[config.mk]
export PLATFORM = sky130hd
export DESIGN_NAME = if_id_stage
export DESIGN_NICKNAME = d
export VERILOG_FILES = /design/src/rtl/mips_pkg.sv /design/src/rtl/load_use_detect.sv /design/src/rtl/if_id_stage.sv
export SDC_FILE = /design/constraint.sdc
export NUM_CORES = 1
export LEC_CHECK = 0
export CAP_MARGIN = 15
export CORE_MARGIN = 1
export CORE_UTILIZATION = 37
export DETAILED_ROUTE_END_ITERATION = 8
export GPL_TIMING_DRIVEN = 0
export PLACE_DENSITY = 0.92
export SYNTH_ARGS = -nofsm -noshare
export SYNTH_HDL_FRONTEND = slang
export SYNTH_SLANG_ARGS = --single-unit
[constraint.sdc]
create_clock -name clk -period 2.5 [get_ports clk]
set_input_delay 0.375 -clock clk [delete_from_list [all_inputs] [get_ports clk]]
set_output_delay 0.375 -clock clk [all_outputs]
set_load 0.005 [all_outputs]
[src/rtl/mips_pkg.sv]
// Shared MIPS encoding constants for the IF/ID stage and its hazard detector.
// No logic, no latency: constants and one pure helper function.
// Backpressure: not applicable.
package mips_pkg;

    // Opcodes the IF/ID stage needs to recognise
    localparam logic [5:0] OP_RTYPE = 6'h00;
    localparam logic [5:0] OP_BEQ   = 6'h04;
    localparam logic [5:0] OP_BNE   = 6'h05;
    localparam logic [5:0] OP_SW    = 6'h2B;
    localparam logic [5:0] OP_LW    = 6'h23;

    // All-zero word is sll $0,$0,0, the canonical NOP
    localparam logic [31:0] NOP_INSTR = 32'h0000_0000;

    // Instruction field bit positions (LSB of each field)
    localparam int OPCODE_LSB = 26;
    localparam int RS_LSB     = 21;
    localparam int RT_LSB     = 16;
    localparam int RD_LSB     = 11;
    localparam int FUNCT_LSB  = 0;
    localparam int IMM_LSB    = 0;

    // Instructions that read rt as a source operand (lw/addi write it instead)
    function automatic logic uses_rt(input logic [5:0] op);
        return (op == OP_RTYPE) || (op == OP_BEQ) || (op == OP_BNE) || (op == OP_SW);
    endfunction

endpackage

[src/rtl/load_use_detect.sv]
// Load-use hazard compare between the IF/ID instruction and a load in ID/EX.
// Latency: purely combinational.
// Backpressure: output hazard is the stall request; no internal state.
import mips_pkg::*;

module load_use_detect (
    input  logic       id_valid,
    input  logic [5:0] opcode,
    input  logic [4:0] rs,
    input  logic [4:0] rt,
    input  logic       idex_mem_read,
    input  logic [4:0] idex_rt,
    output logic       hazard
);

    logic rs_match;
    logic rt_match;

    // Register $0 is never a real dependency, so a load into $0 cannot stall
    always_comb begin
        rs_match = (idex_rt == rs);
        rt_match = uses_rt(opcode) && (idex_rt == rt);
        hazard   = id_valid && idex_mem_read && (idex_rt != 5'd0) && (rs_match || rt_match);
    end

endmodule

[src/rtl/if_id_stage.sv]
// IF/ID pipeline register with field slicing, load-use stall and flush bubble.
// Latency: 1 cycle instr_in -> instr_out; fields/hazard/pc_write are comb on held state.
// Backpressure: load-use hazard holds the register and drops pc_write; flush overrides.
// Optional hazard statistics counters are built when HAZARD_STATS_EN is defined.
import mips_pkg::*;

module if_id_stage #(
    parameter int DATA_W = 32,
    parameter int CNT_W  = 16
) (
    input  logic              clk,
    input  logic              rst_n,
    input  logic [DATA_W-1:0] pc_plus4_in,
    input  logic [DATA_W-1:0] instr_in,
    input  logic              fetch_valid,
    input  logic              flush,
    input  logic              idex_mem_read,
    input  logic [4:0]        idex_rt,
    output logic              pc_write,
    output logic [DATA_W-1:0] instr_out,
    output logic [DATA_W-1:0] pc_plus4_out,
    output logic              id_valid,
    output logic              bubble,
    output logic [4:0]        rs_1,
    output logic [4:0]        rt_2,
    output logic [4:0]        rd_field,
    output logic [5:0]        opcode,
    output logic [5:0]        funct,
    output logic [15:0]       imm16,
    output logic [CNT_W-1:0]  stall_cnt,
    output logic [CNT_W-1:0]  flush_cnt
);

    logic hazard;

    // Field slices feed decode directly from the latched instruction
    assign opcode   = instr_out[OPCODE_LSB +: 6];
    assign rs_1     = instr_out[RS_LSB     +: 5];
    assign rt_2     = instr_out[RT_LSB     +: 5];
    assign rd_field = instr_out[RD_LSB     +: 5];
    assign funct    = instr_out[FUNCT_LSB  +: 6];
    assign imm16    = instr_out[IMM_LSB    +: 16];

    load_use_detect u_hazard (
        .id_valid      (id_valid),
        .opcode        (opcode),
        .rs            (rs_1),
        .rt            (rt_2),
        .idex_mem_read (idex_mem_read),
        .idex_rt       (idex_rt),
        .hazard        (hazard)
    );

    // A flush redirects fetch, so the PC must advance even while a hazard is seen
    always_comb begin
        pc_write = !hazard || flush;
        bubble   = hazard || !id_valid;
    end

    // Pipeline register: reset > flush > hazard hold > load/empty
    always_ff @(posedge clk) begin
        if (!rst_n) begin
            instr_out    <= '0;
            pc_plus4_out <= '0;
            id_valid     <= 1'b0;
        end else if (flush) begin
            instr_out    <= '0;
            pc_plus4_out <= '0;
            id_valid     <= 1'b0;
        end else if (hazard) begin
            instr_out    <= instr_out;
            pc_plus4_out <= pc_plus4_out;
            id_valid     <= id_valid;
        end else if (fetch_valid) begin
            instr_out    <= instr_in;
            pc_plus4_out <= pc_plus4_in;
            id_valid     <= 1'b1;
        end else begin
            // Fetch gap: present a NOP but keep the last PC+4 for debug visibility
            instr_out    <= '0;
            id_valid     <= 1'b0;
        end
    end

`ifdef HAZARD_STATS_EN
    logic [CNT_W-1:0] stall_cnt_q;
    logic [CNT_W-1:0] flush_cnt_q;

    // Saturating event counters; a flushed hazard cycle is not a real stall
    always_ff @(posedge clk) begin
        if (!rst_n) begin
            stall_cnt_q <= '0;
            flush_cnt_q <= '0;
        end else begin
            if (hazard && !flush && (stall_cnt_q != '1)) begin
                stall_cnt_q <= stall_cnt_q + 1'b1;
            end
            if (flush && (flush_cnt_q != '1)) begin
                flush_cnt_q <= flush_cnt_q + 1'b1;
            end
        end
    end

    assign stall_cnt = stall_cnt_q;
    assign flush_cnt = flush_cnt_q;
`else
    assign stall_cnt = '0;
    assign flush_cnt = '0;
`endif

endmodule

==> flow_metrics.tcl <==
set metrics [dict create \
    finalPower_mw 2.558 \
    worst_setup_path_start_kind "primary input" \
    layout_common_cells "clkdlybuf4s50_1 (175), buf_4 (79), nand3_1 (65)" \
    antenna_found_initial 0 \
    die_height_um 98.79 \
    route.met3.wl_um 762 \
    grt_overflow 0 \
    whs_path_depth 2 \
    layout-drive-gt1-share_pct 19.43 \
    rsz0062_at_grt "false" \
    coreArea_um2 8891 \
    crit_path_max_incr_delay_ns 0.53 \
    critical-path-top-delay-family "simple AND/OR/NAND/NOR gates" \
    cts.path.max_buffers 2 \
    slew_violations 0 \
    start_util_pct 38.98 \
    antennaDiodeCount 0 \
    dominantRegCellSynth "dfxtp_1" \
    synth_edf_count 0 \
    period_share_pct 98.40 \
    required_ns 2.12 \
    grt_usage_pct 22.21 \
    hold_ws_ns 0.4755 \
    io_pins 216 \
    synth_cell_types 31 \
    finalHoldViolCount 0 \
    status "complete, no violations" \
    multi_input_area_um2 1573 \
    crit_type "in2out" \
    wl_um 10870 \
    synth.top_cells.by_area "dfxtp_1 (38%), buf_4 (16%), nand3_1 (9.4%)" \
    maxCapViolations 0 \
    power_density_nw_per_um2 436.6 \
    ys_seq_area_share_pct 37.55 \
    yosys_warnings 0 \
    layout.nets 697 \
    fmax_mhz 406.5 \
    dr.max_layer_used "met4" \
    cts-root-buf "clkbuf_8" \
    htree_levels 3 \
    pre_cts_ws_ns -0.6112 \
    setup_viol 0 \
    dp_hpwl_um 8302 \
    clkLatencyLatePin_ns 0.34 \
    post-route-drc-count 0 \
    crit_chain "clkdlybuf4s50_1 -> nand2_2 -> or4_4 -> or2_4 -> nand3_1 -> dlygate4sd2_1" \
    fin_ws_ns 0.04007 \
    drt_pass1_iterations 4 \
    area_delta_synth_final_pct 69.03 \
    cts_inserted_buffers 9 \
    final_common_cell "clkdlybuf4s50_1" \
    drt_iter0_drc 85 \
    grt_pass1_vias 3575 \
    vdd_drop_max_mv 0.2458 \
    cts_tree "yes" \
    num_vias 3500 \
    hold_path_class "reg2reg" \
    final_area_um2 5858 \
    ant_nets 0 \
    fp.dieW_um 98.79 \
    gp_congestion 0.7884 \
    syn-cell-area_um2 3466 \
    cp.depth 6 \
    seqCellArea_um2 1304 \
    synthArstFlopShare_pct 0 \
    tns_ns 0 \
    row_count 34 \
    portBuffers 182 \
    place_area_um2 5539 \
    avgSynthCellArea_um2 8.797 \
    grt_pass1_wl_um 17220 \
    grt_start_max_net_pins 13 \
    die-area_um2 9758 \
    r2r_cells 8 \
    clk_pin_slew_ns 0.07 \
    worst_slew_pin_slew_ns 0.5323 \
    cp-end-kind "output port" \
    final.setup_skew_ns 0.01051 \
    period_minus_slack_ns 2.460 \
    worstPathArrival_ns 2.08 \
    synth_largest_area_cell "dfxtp_1" \
    synthCells 394 \
    cp.buffers_inverters 2 \
    synth.top_cell.area_share_pct 37.55 \
    crit_slowest_cell "or4_4" \
    cts_sinks 65 \
    via_per_inst 4.755 \
    slew-limit-headroom_pct 64.52 \
    power.leakage_nw 2.302 \
    detail_route.wl_per_cell_um 14.77 \
    wl_met1_um 4153 \
    ys_ff_latch 65 \
    hold_buffers 0 \
    route.met2.wl_um 5694 \
    fillerInstances 705 \
    path_max_fanout 2 \
]
-- final cells by class --
| class | instances | share of cell area [%] |
|---|---|---|
| buffer | 105 | 12.73 |
| clock buffer | 10 | 2.349 |
| clock inverter | 6 | 1.559 |
| inverter | 1 | 0.06408 |
| multi-input combinational | 254 | 26.85 |
| sequential | 65 | 22.26 |
| tap | 108 | 2.307 |
| timing repair buffer | 187 | 31.89 |
-- kinds of logic (layout without fill, tap and decap cells) --
logic type      count (synthesis)  after routing  share of synthesized area [%]
simple gates                  109            109                          15.74
buf+inv                       106            309                          21.44
compound gates                 71             71                          13.39
flops                          65             65                          37.55
mux                            32             32                          9.242
xor+xnor                       10             10                          2.527
other cells                     1             32                         0.1082
-- sequential cells by signal, indices dropped and copies added (netlist names) --
register,count
pc_plus4_out,32
instr_out,32
id_valid,1
-- cells in the mapped netlist (2+ instances only) --
cell type	count
o21a_1	2
nor4_1	2
clkbuf_2	3
buf_4	75
dfxtp_1	65
buf_12	3
xor2_1	10
a21boi_0	2
buf_2	9
mux2i_1	32
nand3_1	65
o21ai_1	21
o21ai_0	11
nor2b_1	2
nand2_1	33
clkbuf_1	15
a21boi_1	30
-- power breakdown --
| group | total [mW] | leakage (nW) | switching [mW] | internal, mW |
|---|---|---|---|---|
| combinational | 0.441 | 1.67 | 0.161 | 0.280 |
| sequential | 1.09 | 0.530 | 0.0255 | 1.07 |
| clock | 1.03 | 0.105 | 0.435 | 0.590 |
-- worst register-to-register path, cell delays in order, from the launching register on --
cell and delay (ns):
dfxtp_1 0.36, xor2_1 0.20, nor4_4 0.38, buf_4 0.18, buf_4 0.09, o2111a_1 0.31
clkbuf_2 0.27, o21ai_1 0.11, a21boi_1 0.16
-- layer usage --
| metal | up-vias | global-route usage [%] |
|---|---|---|
| met5 | - | 0 |
| met4 | 0 | 8.037 |
| met3 | 23 | 5.319 |
| met2 | 168 | 41.31 |
| met1 | 1608 | 24.41 |
| li1 | 1701 | - |
-- final timing paths --
path	start	slack, ns	end
setup / recovery	idex_mem_read	0.04	bubble
hold / removal	pc_plus4_out[26]	0.48	pc_plus4_out[26]
setup reg to reg	instr_out[17]	0.37	pc_plus4_out[5]
hold reg to reg	pc_plus4_out[26]	0.48	pc_plus4_out[26]
-- through the flow --
step / std cells / utilization (%)
detailed placement: 715 / 62.30
CTS: 734 / 65.56
floorplan: 425 / -
finish: 736 / 65.89
global route: 736 / 65.89
global placement: 715 / 62.30
-- repair_timing --
| item | 4_1_cts | 5_1_grt |
|---|---|---|
| pin swaps | 5 | 4 |
| buffers inserted | 3 | 2 |
| gates resized for setup | 12 | 5 |
| endpoints found under the setup margin | 2 | 2 |
(Power assumes the default switching activity.)
